`src/rtl/sha256_msg_sched.sv`:
```
// SHA-256 message schedule expander: loads one 512-bit block and streams W0..W(ROUNDS-1)
// over a valid/ready handshake, computing each new word with a 4-operand Kogge-Stone sum.

module sha256_ks_add #(
  parameter int W = 32
) (
  input  logic [W-1:0] i_a,
  input  logic [W-1:0] i_b,
  output logic [W-1:0] o_sum
);
  localparam int LV = $clog2(W);

  logic [LV:0][W-1:0]   w_g;
  logic [LV-1:0][W-1:0] w_p;

  assign w_g[0] = i_a & i_b;
  assign w_p[0] = i_a ^ i_b;

  // Prefix tree, carry-in 0: after LV levels w_g[LV][i] is the carry out of bit i.
  for (genvar l = 0; l < LV; l++) begin : g_lvl
    localparam int D = 1 << l;
    assign w_g[l+1] = w_g[l] | (w_p[l] & (w_g[l] << D));
    if (l + 1 < LV) begin : g_prop
      assign w_p[l+1] = w_p[l] & (w_p[l] << D);
    end
  end

  assign o_sum = w_p[0] ^ (w_g[LV] << 1);
endmodule

module sha256_msg_sched #(
  parameter  int ROUNDS = 64,
  localparam int IDXW   = $clog2(ROUNDS)
) (
  input  logic            clk,
  input  logic            rst,
  input  logic            blk_valid,
  output logic            blk_ready,
  input  logic [511:0]    blk_data,
  output logic            w_valid,
  input  logic            w_ready,
  output logic [31:0]     w_data,
  output logic [IDXW-1:0] w_idx,
  output logic            w_last
);
  if (ROUNDS < 16 || ROUNDS > 64) begin : g_bad_rounds
    $error("sha256_msg_sched: ROUNDS must be in 16..64");
  end

  typedef enum logic {S_IDLE, S_RUN} state_e;

  state_e            r_state;
  state_e            w_state_nxt;
  logic [15:0][31:0] r_win;
  logic [IDXW-1:0]   r_idx;

  logic        w_blk_fire;
  logic        w_word_fire;
  logic [31:0] w_s0;
  logic [31:0] w_s1;
  logic [31:0] w_sum_a;
  logic [31:0] w_sum_b;
  logic [31:0] w_nxt;

  function automatic logic [31:0] sig0(input logic [31:0] x);
    return {x[6:0], x[31:7]} ^ {x[17:0], x[31:18]} ^ {3'b000, x[31:3]};
  endfunction

  function automatic logic [31:0] sig1(input logic [31:0] x);
    return {x[16:0], x[31:17]} ^ {x[18:0], x[31:19]} ^ {10'b0, x[31:10]};
  endfunction

  // All handshake-side outputs decode from registers only.
  assign blk_ready = (r_state == S_IDLE);
  assign w_valid   = (r_state == S_RUN);
  assign w_data    = r_win[0];
  assign w_idx     = r_idx;
  assign w_last    = w_valid && (r_idx == IDXW'(ROUNDS - 1));

  assign w_blk_fire  = blk_valid && blk_ready;
  assign w_word_fire = w_valid && w_ready;

  assign w_s0 = sig0(r_win[1]);
  assign w_s1 = sig1(r_win[14]);

  sha256_ks_add #(.W(32)) u_add_a (.i_a(w_s1),    .i_b(r_win[9]), .o_sum(w_sum_a));
  sha256_ks_add #(.W(32)) u_add_b (.i_a(w_s0),    .i_b(r_win[0]), .o_sum(w_sum_b));
  sha256_ks_add #(.W(32)) u_add_c (.i_a(w_sum_a), .i_b(w_sum_b),  .o_sum(w_nxt));

  // NOTE: every signal an always_comb writes gets a default first, otherwise a latch is inferred.
  always_comb begin
    w_state_nxt = r_state;
    case (r_state)
      S_IDLE:  if (blk_valid)          w_state_nxt = S_RUN;
      S_RUN:   if (w_ready && w_last)  w_state_nxt = S_IDLE;
      default:                         w_state_nxt = S_IDLE;
    endcase
  end

  // NOTE: the window is cleared on reset so w_data reads 0 afterwards; it is plain flops, not a RAM.
  always_ff @(posedge clk) begin
    if (rst) begin
      r_state <= S_IDLE;
      r_idx   <= '0;
      r_win   <= '0;
    end else begin
      r_state <= w_state_nxt;
      if (w_blk_fire) begin
        for (int i = 0; i < 16; i++) r_win[i] <= blk_data[511 - 32*i -: 32];
        r_idx <= '0;
      end else if (w_word_fire) begin
        r_win <= {w_nxt, r_win[15:1]};
        r_idx <= w_last ? '0 : r_idx + 1'b1;
      end
    end
  end
endmodule

```
`config.mk`:
```
export PLATFORM = sky130hd
export DESIGN_NAME = sha256_msg_sched
export DESIGN_NICKNAME = d
export VERILOG_FILES = /design/src/rtl/sha256_msg_sched.sv
export SDC_FILE = /design/constraint.sdc
export NUM_CORES = 2
export LEC_CHECK = 0
export CAP_MARGIN = 10
export CORE_UTILIZATION = 35
export CTS_BUF_LIST = sky130_fd_sc_hd__clkbuf_2
export DETAILED_ROUTE_END_ITERATION = 10
export PLACE_DENSITY = 0.55
export SYNTH_ARGS = -nofsm -noshare
export SYNTH_HDL_FRONTEND = slang
export SYNTH_SLANG_ARGS = --single-unit
```
`constraint.sdc`:
```
create_clock -name clk -period 11 [get_ports clk]
set_clock_uncertainty 0.05 [all_clocks]
set_input_delay 2.75 -clock clk [delete_from_list [all_inputs] [get_ports clk]]
set_output_delay 2.75 -clock clk [all_outputs]
set_load 0.005 [all_outputs]
```
=== After elaboration in Yosys (flattened, before gate mapping) ===
Cells that the tools add are included.

* Register bits: 519
* Bits of input ports: 516
* Output and inout bits: 41
* Logic and storage cells: 88

* Add/subtract/negate cells: 1
* Equality and inequality tests: 1
* Multiplexer cells: 6
* Bitwise operators: 56
* Reduce and logical (&&, ||, !) cells: 6

{| class="wikitable"
|+ Operators by type and width
! operator !! number
|-
| 512-bit 2-to-1 mux || 2
|-
| 31-bit AND || 30
|-
| 31-bit OR || 15
|-
| 32-bit bitwise XOR || 8
|-
| 32-bit by 22-bit bitwise XOR with 32-bit output || 1
|-
| 32-bit by 29-bit bitwise XOR with 32-bit output || 1
|-
| 6-bit by 1-bit adder with 6-bit output (second input constant) || 1
|-
| 6-bit equality test (second input constant) || 1
|-
| 6-bit 2-to-1 mux || 1
|-
| 1-bit logical AND || 4
|-
| 1-bit 2-to-1 mux || 2
|-
| 1-bit one-hot mux with 2 select lines || 1
|-
| 2-bit nonzero test || 1
|-
| 2-bit OR reduction || 1
|-
| 1-bit inverter || 1
|}

=== Logic depth before layout (Yosys ltp) ===
* Depth in word-level cells: 28
* Depth in mapped cells: 30
* Mapped depth without buffers: 28

=== Modules after synthesis ===
A second synthesis with hierarchy kept.

* Cells, all modules: 3793
* Area total of the unflattened synthesis: 29211.8 um^2

{| class="wikitable"
|+ Modules (own cells, without submodules)
! module !! times used !! cells an instance !! area each (um^2) !! seq. area each (um^2)
|-
| sha256_msg_sched || 1 || 3087 || 23974.2 || 10390.0
|-
| sha256_ks_add at u_add_a ... || 2 || 226 || 1705.4 || 0.0
|-
| sha256_ks_add at u_add_c || 1 || 254 || 1826.8 || 0.0
|}

=== Worst setup path before layout ===
OpenSTA, ideal clock, no wires.

* Path kind: register to register
* Start point: register r_win[467] (netlist bit)
* End point: register r_win[511] (netlist bit)
* Library setup time: 0.086 ns
* Arrival: 5.052 ns
* Required time: 10.864 ns
* Slack: 5.812 ns
* Cell stages (with the launch flop): 31
* Buffers on the path: 2
* Clock period less this slack: 5.188 ns
* Cells stage by stage: dfxtp_1 clkbuf_1 xnor2_1 xnor2_1 ha_1 inv_1 fa_1 nor2b_1 o21ai_0 a21boi_0 o21ai_0 a21oi_1 o2111ai_1 a211o_1 nand2_1 o2111ai_1 nand2_1 xor2_1 ha_1 clkbuf_1 nand2_1 nor2_1 a211oi_1 o2111ai_1 a21o_1 a41oi_1 o21ai_0 a21oi_1 xnor2_1 xnor2_1 a211oi_1

* Cells in the longest elaborated chain, start to end: 26
* Elaborated cells between the ends (all ways): 38
* Those cells by class: mux (2); bitwise (36)

{| class="wikitable"
|+ Ends and longest elaborated chain
! element !! RTL line !! text
|-
| start: declaration || 54 || <nowiki>logic [15:0][31:0] r_win;</nowiki>
|-
| start signal: assignment || 112 || <nowiki>r_win <= {w_nxt, r_win[15:1]};</nowiki>
|-
| 32-bit bitwise XOR || 70 || <nowiki>return {x[16:0], x[31:17]} ^ {x[18:0], x[31:19]} ^ {10'b0, x[31:10]};</nowiki>
|-
| 32-bit by 22-bit bitwise XOR with 32-bit output * || 70 ||
|-
| 31-bit AND / 32-bit bitwise XOR (equally long branches) || 16, 17 ||
|-
| 31-bit AND || 22 || <nowiki>assign w_g[l+1] = w_g[l] | (w_p[l] & (w_g[l] << D));</nowiki>
|-
| 31-bit OR || 22 ||
|-
| 31-bit AND || 22 ||
|-
| 31-bit OR || 22 ||
|-
| 31-bit AND || 22 ||
|-
| [... 9 more ...] || - ||
|-
| 31-bit OR || 22 ||
|-
| 31-bit AND || 22 ||
|-
| 31-bit OR || 22 ||
|-
| 31-bit AND || 22 ||
|-
| 31-bit OR (2 in series) || 22 ||
|-
| 32-bit bitwise XOR * || 28 || <nowiki>assign o_sum = w_p[0] ^ (w_g[LV] << 1);</nowiki>
|-
| 512-bit 2-to-1 mux * || 111 || <nowiki>end else if (w_word_fire) begin</nowiki>
|-
| 512-bit 2-to-1 mux * || 108 || <nowiki>if (w_blk_fire) begin</nowiki>
|}

Every way passes the cells marked *; elsewhere a longest branch is shown, timed or not. The select of a mux whose other input is x is not followed.
A chain may end at the register's enable or synchronous reset.

=== Final worst setup path ===
Same ends and word-level chain as after synthesis.

==> results.ini <==
[pwr]
leakage_nw = 13.9
pwr-share-seq = 0.389
ir_drop_uv = 81.7
clockPowerShare = 0.266
comb_power_share = 0.345
cellInternalPower_mw = 3.51
swShare = 0.385
powerDensity_nw_per_um2 = 164
switchingPower_mw = 2.20

[synthesis]
yosysSeqAreaShare = 0.374
synth_edf_count = 0
ys_warn_count = 0
ys_ff_latch = 519
synth_cells = 3683
ys.flop_type = dfxtp_1
avgSynthCellArea_um2 = 7.54
synth.cell_area_um2 = 27800
syn-num-nets = 4300
async_reset_ff_frac = 0
ys_types = 62

[grt]
grt_usage = 0.277
grt_pass1_wl_um = 170000
grt_max_degree = 235
overflow = 0
grt_pass1_vias = 26800
grt_antenna_before_repair = 13
grt.met1_usage = 0.369
grtUsageMet2 = 0.452
gr-max-usage-layer = met2
grt_use_met3 = 0.0487

[critical_path]
max_stage_delay_ns = 0.49
end_kind = register
cp_data_arrival_time_ns = 7.05
crit_type = reg2reg
required_ns = 12.18
start_kind = register
cp_max_fo = 7
critPathSlowestCell = dfxtp_1

[layout]
syn_to_final_growth_pct = 25.3
layout_common_cells = 1,038 x nand2_1, 555 x clkdlybuf4s50_1, 551 x nor2_1, 519 x dfxtp_1, 491 x a311oi_1
final_util = 0.446
fin_nets = 4655
layout-drive-gt1-share = 0.0660
layout_commonest_cell = nand2_1

[sta]
fin_crit_ns = 5.88
worst_pin_slew_ns = 1.19
tns_ns = 0
finalSetupViolations = 0
slew_viol_final = 0
finalHoldViolCount = 0
max-slew-margin-rel = 0.207
rsz0062_at_grt = no
timing.fmax_mhz = 170
period_share = 0.534

[floorplanning]
die_area_um2 = 80500
coreArea_um2 = 78000
row_count = 102
die_w_um = 284
die_y_um = 284
start_util = 0.356
io_pins = 557

[clock_tree]
cts.path.max_buffers = 3
ctsHoldBuffers = 0
clock_latency_ns = 1.34
post_cts_buffers = 0
cts_tree = done
numCtsBuffers = 147
cts_htree_levels = 4
numClockSinks = 519
cts-resized-gates = 0
clk_pin_slew_ns = 0.12
cts-root-buf = clkbuf_2

[drt]
vias = 28000
wire_per_inst_um = 22.2
firstDrtPassIters = 5
drc = 0
ant_nets = 0
wirelength_um = 115000
drt_iter0_drc = 2415
avgViaCountPerCell = 5.41

[min_path]
hp-class = reg2reg

[place]
io_buffers = 556
place_congestion = 0.912
detailed_place_hpwl_um = 83600

[outcome]
outcome = finished clean

[flow_run]
maxCapViolCount = 0

## cell families (layout without fill, tap and decap cells)
| kind of cell | after synthesis | after routing | synth area share |
|---|---|---|---|
| DFF | 519 | 519 | 0.374 |
| muxes | 2 | 2 | 0.000721 |
| AOI/OAI and AO/OA | 769 | 769 | 0.221 |
| adders and majority gates | 101 | 101 | 0.0463 |
| xor gates and xnor gates | 198 | 198 | 0.0625 |
| other | 0 | 10 | 0 |
| buffers and inverters | 400 | 855 | 0.0584 |
| and+or+nand+nor | 1694 | 1694 | 0.237 |
## stage by stage
| step | cell area [µm²] | cells | setup WS [ns] | hold slack, ns | total power [mW] |
|---|---|---|---|---|---|
| 6_report | 34800 | 5188 | 5.12 | 0.402 | 5.72 |
| 5_1_grt | 34800 | 5186 | 4.45 | 0.427 | 6.06 |
| 4_1_cts | 34800 | 5178 | 5.15 | 0.382 | 5.74 |
| 3_5_place_dp | 33400 | 4929 | 5.03 | 0.420 | 4.20 |
| 3_3_place_gp | 33400 | 4929 | 5.05 | 0.418 | 4.22 |
| 2_1_floorplan | 27800 | 3683 | 5.81 | 0.405 | 3.49 |
## power by group through the flow
stage / sequential, mW / combinational [mW] / clock (mW)
final: 2.22 / 1.97 / 1.52
after global routing: 2.24 / 2.16 / 1.67
after CTS: 2.22 / 1.96 / 1.56
after detailed placement: 2.26 / 1.94 / 0
after global placement: 2.26 / 1.95 / 0
after floorplan: 2.15 / 1.34 / 0
## worst max-delay path, delay by kind of cell (launching register included)
kind | cells | cell delay (ns)
flip-flops | 1 | 0.49
adder cells (fa/ha/maj) | 3 | 1.00
XOR/XNOR | 5 | 0.78
AND/OR/NAND/NOR | 4 | 0.37
AO/OA/AOI/OAI | 15 | 3.07
buffers and inverters | 1 | 0.07
## routing by layer
| metal | up-vias | share of wire |
|---|---|---|
| met5 | - | 0.00062 |
| met4 | 12 | 0.025 |
| met3 | 161 | 0.059 |
| met2 | 961 | 0.47 |
| met1 | 13300 | 0.45 |
| li1 | 13700 | - |
## worst paths after layout
check	cells past startpoint	to	slack, ns	start
min	2	r_win[175]	0.40	r_win[207]
max	28	r_win[511]	5.12	r_win[467]
max reg2reg	28	r_win[511]	5.12	r_win[467]
min reg2reg	2	r_win[175]	0.40	r_win[207]
## cells in the mapped netlist, types with 3 or more instances
cell type | count | area share
o31ai_1 | 3 | 0.00081
and2_1 | 8 | 0.0018
o21ai_0 | 51 | 0.0092
a31oi_1 | 6 | 0.0014
nor2_1 | 551 | 0.074
a311oi_1 | 491 | 0.15
a21oi_1 | 81 | 0.015
xor2_1 | 43 | 0.014
fa_1 | 3 | 0.0022
nand2_1 | 1040 | 0.14
a211oi_1 | 19 | 0.0051
a211o_1 | 3 | 0.00095
a2111oi_0 | 9 | 0.0028
o21a_1 | 8 | 0.0022
or3_1 | 6 | 0.0014
o22ai_1 | 8 | 0.0018
o21bai_1 | 7 | 0.0019
xnor2_1 | 155 | 0.049
a21o_1 | 46 | 0.012
nor2b_1 | 12 | 0.0027
nor3_1 | 18 | 0.0032
and3_1 | 13 | 0.0029
buf_1 | 16 | 0.0022
buf_4 | 32 | 0.0087
clkbuf_1 | 326 | 0.044
ha_1 | 98 | 0.044
nand3_1 | 18 | 0.0032
nand2b_1 | 13 | 0.0029
inv_1 | 26 | 0.0035
dfxtp_1 | 519 | 0.37
o211ai_1 | 6 | 0.0016
nand4_1 | 7 | 0.0016
o2111ai_1 | 4 | 0.0013
## sequential cells by signal (all words and copies together) (netlist names)
signal,cells
w_data,32
r_win,480
w_valid,1
w_idx,6
## final cells by class
type / instances / area (µm²)
tap: 1040 / 1300
timing repair buffer: 580 / 5840
clock inverter: 33 / 278
clock buffer: 216 / 1080
antenna: 10 / 25.0
multi-input combinational: 2764 / 15800
sequential: 519 / 10400
inverter: 26 / 97.6
fill: 7999 / 43200
Power figures use the tool's default switching activity.
